[src/rtl/add_accumulator.sv]
// Burst accumulator: sums operand beats until in_last, then holds sum/carry/count for a handshake.
// Define ACC_SATURATE_EN to clamp the accumulator at all ones instead of wrapping.
module add_accumulator #(
    parameter int WIDTH = 4,
    parameter int CNT_W = 8
) (
    input  logic             clk,
    input  logic             rst_n,
    input  logic             in_valid,
    output logic             in_ready,
    input  logic [WIDTH-1:0] in_data,
    input  logic             in_last,
    output logic             out_valid,
    input  logic             out_ready,
    output logic [WIDTH-1:0] out_sum,
    output logic             out_carry,
    output logic [CNT_W-1:0] out_count
);

    typedef enum logic [1:0] {
        IDLE = 2'd0,
        ACC  = 2'd1,
        HOLD = 2'd2
    } state_t;

    localparam logic [CNT_W-1:0] CNT_ZERO = {CNT_W{1'b0}};
    localparam logic [CNT_W-1:0] CNT_ONE  = {{(CNT_W-1){1'b0}}, 1'b1};
    localparam logic [CNT_W-1:0] CNT_MAX  = {CNT_W{1'b1}};

    state_t             state_q, state_d;
    logic [WIDTH-1:0]   acc_q,   acc_d;
    logic               carry_q, carry_d;
    logic [CNT_W-1:0]   count_q, count_d;

    logic [WIDTH:0]     add_s;
    logic [WIDTH-1:0]   acc_next_s;
    logic [CNT_W-1:0]   count_inc_s;

    assign add_s       = {1'b0, acc_q} + {1'b0, in_data};
    assign count_inc_s = (count_q == CNT_MAX) ? count_q : (count_q + CNT_ONE);

`ifdef ACC_SATURATE_EN
    assign acc_next_s  = add_s[WIDTH] ? {WIDTH{1'b1}} : add_s[WIDTH-1:0];
`else
    assign acc_next_s  = add_s[WIDTH-1:0];
`endif

    // count is only zero straight out of reset; it doubles as the "not yet ready" marker in IDLE
    assign in_ready  = ((state_q == IDLE) && (count_q != CNT_ZERO)) || (state_q == ACC);
    assign out_valid = (state_q == HOLD);
    assign out_sum   = acc_q;
    assign out_carry = carry_q;
    assign out_count = count_q;

    // Next-state and datapath update for the three-state burst FSM
    always_comb begin
        state_d = state_q;
        acc_d   = acc_q;
        carry_d = carry_q;
        count_d = count_q;
        case (state_q)
            IDLE: begin
                if (count_q == CNT_ZERO) begin
                    count_d = CNT_ONE;
                end else if (in_valid) begin
                    acc_d   = in_data;
                    carry_d = 1'b0;
                    count_d = CNT_ONE;
                    state_d = in_last ? HOLD : ACC;
                end else begin
                    state_d = IDLE;
                end
            end
            ACC: begin
                if (in_valid) begin
                    acc_d   = acc_next_s;
                    carry_d = carry_q | add_s[WIDTH];
                    count_d = count_inc_s;
                    state_d = in_last ? HOLD : ACC;
                end else begin
                    state_d = ACC;
                end
            end
            HOLD: begin
                if (out_ready) begin
                    state_d = IDLE;
                end else begin
                    state_d = HOLD;
                end
            end
            default: begin
                state_d = IDLE;
            end
        endcase
    end

    // State and datapath registers, cleared asynchronously
    always_ff @(posedge clk or negedge rst_n) begin
        if (!rst_n) begin
            state_q <= IDLE;
            acc_q   <= {WIDTH{1'b0}};
            carry_q <= 1'b0;
            count_q <= CNT_ZERO;
        end else begin
            state_q <= state_d;
            acc_q   <= acc_d;
            carry_q <= carry_d;
            count_q <= count_d;
        end
    end

endmodule

[config.mk]
export PLATFORM = sky130hd
export DESIGN_NAME = add_accumulator
export DESIGN_NICKNAME = d
export VERILOG_FILES = /design/src/rtl/add_accumulator.sv
export SDC_FILE = /design/constraint.sdc
export NUM_CORES = 1
export LEC_CHECK = 0
export BUFFER_PORTS_ARGS = -buffer_cell sky130_fd_sc_hd__buf_4
export CORE_AREA = 2 2 54 56
export DETAILED_ROUTE_END_ITERATION = 12
export DIE_AREA = 0 0 56 58
export PLACE_DENSITY_LB_ADDON = 0.05
export SLEW_MARGIN = 20
export SYNTH_ARGS = -nofsm -noshare
export SYNTH_HDL_FRONTEND = slang
export SYNTH_SLANG_ARGS = --single-unit
[constraint.sdc]
create_clock -name clk -period 2.4 [get_ports clk]
set_clock_uncertainty 0.05 [all_clocks]
set_input_delay 0.12 -clock clk [delete_from_list [all_inputs] [get_ports clk]]
set_output_delay 0.12 -clock clk [all_outputs]
set_load 0.05 [all_outputs]
Word-level counts from Yosys, hierarchy flattened. Index checks and enable logic that the tools add are counted.

Output and inout port bits: 15. Input bits: 9. Word-level logic and storage cells: 42. Register bits after elaboration: 15.

Add/subtract/negate cells: 2. Mux-type cells: 19. Equality and inequality tests: 8. Bitwise gates (word level): 1. Reduce and logical (&&, ||, !) cells: 8.

Operator list (count): 8-bit two-way mux (4); 8-bit case mux with 2 select lines (1); 4-bit two-way mux (3); 2-bit two-way mux (5); 8-bit by 1-bit adder with 8-bit output, second input constant (1); 8-bit equality test, second input constant (1); 8-bit zero test (1); 2-bit inequality test, second input constant (4); 4-bit case mux with 2 select lines (1); 4-bit AND reduction (2); 8-bit nonzero test (1); 2-bit case mux with 3 select lines (1); 4-bit by 4-bit adder with 5-bit output (1); 1-bit two-way mux (3); 3-bit by 2-bit inequality test with 1-bit output, second input constant (1); 2-bit by 1-bit equality test with 1-bit output, second input constant (1); 2-bit equality test, second input constant (1); 2-bit zero test (1); 1-bit case mux with 2 select lines (1); 2-bit nonzero test (1); 1-bit logical AND (1); 1-bit logical OR (1); 1-bit bitwise OR (1).

Logic depth before layout (Yosys ltp). Gate-level depths: netlist (run 1).

Depth after elaboration: 4. Mapped depth: 7. Gate-level depth less buffers: 6.

Worst setup path before layout (run 1). OpenSTA, ideal clock, no wires.

Path kind: flip-flop to flip-flop. Start: reg count_q[0] (netlist: out_count[0]). End: reg count_q[5] (netlist: out_count[5]). Cell stages (with the launch flop): 7. Data arrival time: 1837 ps. Data required time: 2239 ps. Library setup time: 111 ps. Setup slack: 402 ps. Clock period less this slack: 1998 ps. Buffers on the path: 0. Cells stage by stage: dfrtp_1 -> inv_1 -> ha_1 -> nor4b_4 -> a21oi_2 -> or3_1 -> o41ai_1.

Word-level cells in the longest chain between the ends: 4. Elaborated cells on any way between the ends: 10. Those cells by class: add/sub (1); eq/ne (3); mux (4); reduce/logical (2).

RTL lines: start, declared (RTL line 33) `logic [CNT_W-1:0] count_q, count_d;`; start signal, assigned (RTL line 108) `count_q <= count_d;`; 8-bit by 1-bit adder with 8-bit output (RTL line 40) `assign count_inc_s = (count_q == CNT_MAX) ? count_q : (count_q + CNT_ONE);`; 8-bit two-way mux (RTL line 40); 8-bit two-way mux (RTL line 75) `if (in_valid) begin`; 8-bit case mux with 2 select lines (RTL line 61) `case (state_q)`.

Parallel ways exist; a longest one is shown, timed or not. The select of a mux whose other input is x is not followed. A chain may end at the register's enable or synchronous reset.

Worst setup path in the final report (run 1). Same ends and word-level chain as after synthesis.

==> results_dict.tcl, run 1 <==
set metrics [dict create \
    drt-wirelength-per-cell_um 14.1 \
    cts_sinks 15 \
    dr.first_iter.drc_count 22 \
    placement_rows 19 \
    unrepaired_setup_endpoints_after_global_routing "no" \
    ff2ff_setup_slack_ps 440 \
    critPathLaunchType "register" \
    leakagePower_nw 0.583 \
    ys_seq_elements 15 \
    htree_levels 1 \
    synth.top_cells.by_area "dfrtp_1 (37%), ha_1 (7.4%), mux2i_1 (5.9%)" \
    die_area_um2 3250 \
    area.growth.synth_to_final_pct 23.1 \
    gr-usage-met1_pct 20.1 \
    yosysWarningCount 0 \
    preCtsSetupSlack_ps 458 \
    drc_errors 0 \
    gr-usage-met3_pct 4.69 \
    cp_max_fo 8 \
    max_cap_violations 0 \
    num-nets-final 150 \
    busiest_layer "met2" \
    syn-cell-area_um2 1020 \
    fillerInstances 264 \
    grt_antenna_before_repair 0 \
    antenna-diode-count 0 \
    half_perimeter_wire_length_after_detailed_placement_um 1700 \
    worstSetupPathType "reg2reg" \
    holdPathStages 3 \
    first_pass_grt_wire_length_um 3950 \
    dr_total_vias 893 \
    ir_drop_uv 673 \
    critical_path_required_ps 2540 \
    hold_viol 0 \
    finalWeightedCongestion 0.873 \
    setup_buffers_after_cts 0 \
    cts.clk_slew.worst_paths_ps 100 \
    post_synthesis_net_count 125 \
    netlist-cell-type-count 39 \
    globalRouteOverflowTotal 0 \
    yosys.area.top_type_share_pct 36.9 \
    design.portCount 24 \
    maximum_number_of_pins_on_one_net_before_global_route_repair 16 \
    core_area_um2 2660 \
    via_per_inst 5.45 \
    tritoncts "yes" \
    globalRouteTotalUtil_pct 15.4 \
    finalCriticalPeriod_ps 1960 \
    reg2reg_from "out_count[0]" \
    route.antenna.remaining_nets 0 \
    die_width_um 56 \
    via_count_of_the_first_global_routing_pass 855 \
    cts_root_buffer "clkbuf_4" \
    floorplan.die.height_um 58 \
    worst_hold_path_type "in2reg" \
    drive_gt1_share_pct 22.6 \
    grt.met2_usage_pct 26.2 \
    detailedRoute.firstPassIterationCount 4 \
    synth_seq_area_share_pct 36.9 \
    tritoncts.num_buffers 3 \
    placement.cell_area_um2 1210 \
    achievable-frequency_mhz 511 \
    power_density_nw_per_um2 1190 \
    initial_core_util_pct 38.3 \
    crit_path_end_kind "register" \
    final.setup.worst_slack_ps 444 \
    critical_path.reg2reg.endpoint "out_count[5]" \
    drt_wl_total_um 2310 \
    min_delay_worst_endpoint "state_q[1]" \
    final_max_slew_viol_count 0 \
    synth_top_cell_by_area "dfrtp_1" \
    max_slew_margin_pct 65.0 \
    clk_buf_depth 2 \
    tightest_slew_ps 524 \
    fin_area_um2 1250 \
    critical_path_arrival_ps 2090 \
    finalSetupViolations 0 \
    clk-insertion-delay-late_ps 290 \
    rr_worst_depth 6 \
    status "finished clean" \
    timing.setup.tns_ps 0 \
    power.total_w 0.00149 \
    fin_crit_sh_pct 81.5 \
    place.port_buffers 23 \
    syn-mean-instance-area_um2 9.34 \
    utilization_pct 47.1 \
    postSynthCellCount 109 \
    beginning_of_the_worst_hold_path "in_last" \
]
cell families (layout without fill, tap and decap cells):
logic type / Yosys count / count (layout) / synth area share, %
simple gates: 38 / 38 / 22.2
compound gates: 30 / 30 / 19.5
flops: 15 / 15 / 36.9
buf+inv: 11 / 35 / 4.42
fa+ha+maj: 7 / 7 / 9.34
mux: 6 / 6 / 5.90
xor+xnor: 2 / 2 / 1.72
what timing repair did:
| item | in CTS | in global routing |
|---|---|---|
| gates resized for setup | 0 | 0 |
| hold endpoints to repair | 16 | 0 |
| hold buffers | 2 | 0 |
per-stage QoR:
step | hold WS, ps | std cells
3_5_place_dp | -55.9 | 158
6_report | 46.1 | 164
5_1_grt | 46.1 | 164
3_3_place_gp | -57.3 | 158
2_1_floorplan | -226 | 109
4_1_cts | 42.7 | 164
sequential cells by signal, indices dropped and copies added, names as in the netlist:
name / flops
state_q: 2
out_carry: 1
out_count: 8
out_sum: 4
metal layers:
| metal | wire length (um) | part of all wire, % |
|---|---|---|
| met1 | 1090 | 47 |
| met2 | 1110 | 48 |
| met3 | 84 | 3.6 |
| met4 | 17 | 0.74 |
| met5 | 0 | 0 |
cells in the mapped netlist, drive strengths merged:
master	count
xor2	1
a211oi	1
a21oi	5
nand3b	1
inv	6
buf	3
nor2b	1
a211o	2
nand4	1
or3	2
nor3b	1
clkbuf	2
fa	1
o21bai	1
o32ai	1
o22a	1
nor2	8
mux2i	6
nand2b	1
nor4b	1
and3	1
a31oi	1
o41ai	3
nand3	4
nor4	2
nand2	10
o22ai	1
a21o	3
or4	1
xnor2	1
ha	6
nor3	3
and2	1
dfrtp	15
o21ai	10
o31a	1
worst max path at each step:
stage | from | to | slack [ps] | depth (start not counted)
after floorplan | out_count[0] | out_count[5] | 400 | 6
after global placement | out_count[0] | out_count[5] | 480 | 6
after detailed placement | out_count[0] | out_count[5] | 460 | 6
after CTS | out_count[0] | out_count[5] | 440 | 6
after global routing | out_count[0] | out_count[5] | 300 | 6
final | out_count[0] | out_count[5] | 440 | 6
layout make-up:
class / count / area, um2 / share of cell area [%]
flip-flops and latches: 15 / 375 / 29.9
repair buffers: 25 / 193 / 15.4
clock buffers: 4 / 26.3 / 2.10
well taps: 31 / 38.8 / 3.09
inverters: 6 / 22.5 / 1.80
multi-input cells: 83 / 598 / 47.7
cell usage in the layout, fill, tap and decap left out, drive strengths merged:
cell	n
buf	23
dfrtp	15
nand2	10
o21ai	10
nor2	8
inv	6
mux2i	6
ha	6
a21oi	5
nand3	4
clkbuf	4
nor3	3
o41ai	3
a21o	3
a211o	2
or3	2
dlygate4sd3	2
nor4	2
nor4b	1
nand4	1
nand2b	1
nand3b	1
nor2b	1
nor3b	1
o22ai	1
xnor2	1
o21bai	1
or4	1
o31a	1
and3	1
a31oi	1
o32ai	1
a211oi	1
xor2	1
and2	1
o22a	1
fa	1
worst max-delay path: stages (launching register included):
cell	delay (ps)
dfrtp_1	430
inv_1	110
ha_1	150
nor4b_4	280
a21oi_2	180
or3_1	410
o41ai_1	250
power by group:
group	total, W	leakage [nW]	switching, W	internal, W
registers	0.000448	0.193	0.000117	0.000330
logic	0.000889	0.375	0.000564	0.000325
clock network	0.000151	0.0150	0.0000868	0.0000646
Power figures use the tool's default switching activity.
==> run 2, diff against run 1 <==
clock period = 1.9 ns   (was 2.4 ns; I/O delays follow)
==> results_dict.tcl, run 2 (same netlist as run 1, synthesis figures left out) <==
set metrics [dict create \
    max_cap_violations 0 \
    unrepaired_setup_endpoints_after_global_routing "yes" \
    preCtsSetupSlack_ps -18.9 \
    final_max_slew_viol_count 0 \
    tritoncts "yes" \
    route.antenna.remaining_nets 0 \
    finalWeightedCongestion 0.821 \
    cp_max_fo 8 \
    holdPathStages 3 \
    timing.setup.tns_ps -22.6 \
    drc_errors 0 \
    die_width_um 56 \
    timing.critical_path.buf_inv 1 \
    drt-wirelength-per-cell_um 14.3 \
    leakagePower_nw 0.689 \
    final.setup.worst_slack_ps -22.6 \
    mostFrequentLayoutCell "buf_4" \
    antenna-diode-count 0 \
    cp_num_cells 6 \
    beginning_of_the_worst_hold_path "in_data[2]" \
    worst_hold_path_type "in2reg" \
    clk-insertion-delay-late_ps 280 \
    cts.clk_slew.worst_paths_ps 100 \
    max_slew_margin_pct 76.2 \
    critical_path.cell_chain "inv_2 > ha_4 > nor4b_4 > a21oi_4 > or3_4 > o41ai_4" \
    crit_family "simple AND/OR/NAND/NOR gates" \
    detailedRoute.firstPassIterationCount 4 \
    fin_crit_sh_pct 101 \
    drive_gt1_share_pct 38.5 \
    first_pass_grt_wire_length_um 4140 \
    num-nets-final 165 \
    globalRouteTotalUtil_pct 16.5 \
    cts_sinks 15 \
    rr_worst_depth 6 \
    dr_total_vias 949 \
    globalRouteOverflowTotal 0 \
    placement_rows 19 \
    finalCriticalPeriod_ps 1920 \
    failed_checks "setup timing" \
    ir_drop_uv 895 \
    floorplan.die.height_um 58 \
    drt_wl_total_um 2560 \
    via_per_inst 5.30 \
    most-common-layout-cells "buf_4 (37), dfrtp_1 (11), nand2_1 (9)" \
    power_density_nw_per_um2 1450 \
    timing.critical_path.slowest_cell_delay_ps 430 \
    via_count_of_the_first_global_routing_pass 937 \
    htree_levels 1 \
    critical_path_arrival_ps 2050 \
    initial_core_util_pct 38.3 \
    cp_slowest_cell "dfrtp_2" \
    crit_path_end_kind "register" \
    largest_register_ffs 8 \
    status "complete, but fails checks" \
    design.portCount 24 \
    achievable-frequency_mhz 520 \
    critical_path_required_ps 2030 \
    hold_viol 0 \
    tightest_slew_ps 354 \
    layoutNonFillerInstCount 179 \
    dp_cells 169 \
    utilization_pct 54.0 \
    critPathLaunchType "register" \
    reg2reg_from "out_count[1]" \
    cts_root_buffer "clkbuf_4" \
    maximum_number_of_pins_on_one_net_before_global_route_repair 16 \
    place.port_buffers 23 \
    finalSetupViolations 1 \
    dr.first_iter.drc_count 31 \
    die_area_um2 3250 \
    half_perimeter_wire_length_after_detailed_placement_um 1850 \
    grt_antenna_before_repair 0 \
    area.growth.synth_to_final_pct 41.3 \
    clk_buf_depth 2 \
    tritoncts.num_buffers 3 \
    setup.worst_path.start "out_count[1]" \
    worstSetupPathType "reg2reg" \
    core_area_um2 2660 \
]
run 2: per-layer routing:
metal / vias up / global-route usage, % / part of all wire, %
li1: 479 / - / -
met1: 443 / 22.8 / 48
met2: 25 / 26.2 / 48
met3: 2 / 2.01 / 3.4
met4: 0 / 7.48 / 0.35
met5: - / 0 / 0
run 2: worst paths after layout:
| kind | slack, ps | to |
|---|---|---|
| min in group asynchronous | 150 | out_count[1] |
| worst min-delay path | 40 | out_sum[2] |
| worst min register to register | 460 | out_carry |
| worst max-delay path | -20 | out_count[5] |
| worst max register to register | -20 | out_count[5] |
| max in group asynchronous | 1440 | out_count[5] |
run 2: timing repair:
action | CTS | global route
pin swaps | 0 | 5
setup buffers | 0 | 4
cloned | 0 | 0
endpoints found under the setup margin | 1 | 7
hold buffers | 2 | 0
hold endpoints to repair | 16 | 0
gates resized for setup | 3 | 11
run 2: per-stage QoR:
stage               cell area, um2  hold slack, ps  total power, W
floorplan                     1020            -251         0.00142
global placement              1290           -79.9         0.00179
detailed placement            1290           -76.3         0.00181
CTS                           1360            17.2         0.00203
global route                  1440            65.0         0.00224
finish                        1440            37.8         0.00209
run 2: power by group:
part	switching, W	total, W	internal [W]
clock	0.000107	0.000189	0.0000815
combinational	0.000831	0.00137	0.000544
sequential	0.000104	0.000527	0.000423
run 2: area by class of cell:
class	count	area [um2]
multi-input combinational	83	662
inverter	6	22.5
clock buffer	4	26.3
sequential	15	380
timing repair buffer	40	309
tap	31	38.8
fill	241	1220
run 2: worst reg2reg max path: cells and delay by family, from the launching register on:
family / cells / cell delay [ps]
buffers and inverters: 1 / 80
DFF: 1 / 430
AOI/OAI and AO/OA: 2 / 440
adders and majority gates: 1 / 120
and+or+nand+nor: 2 / 690
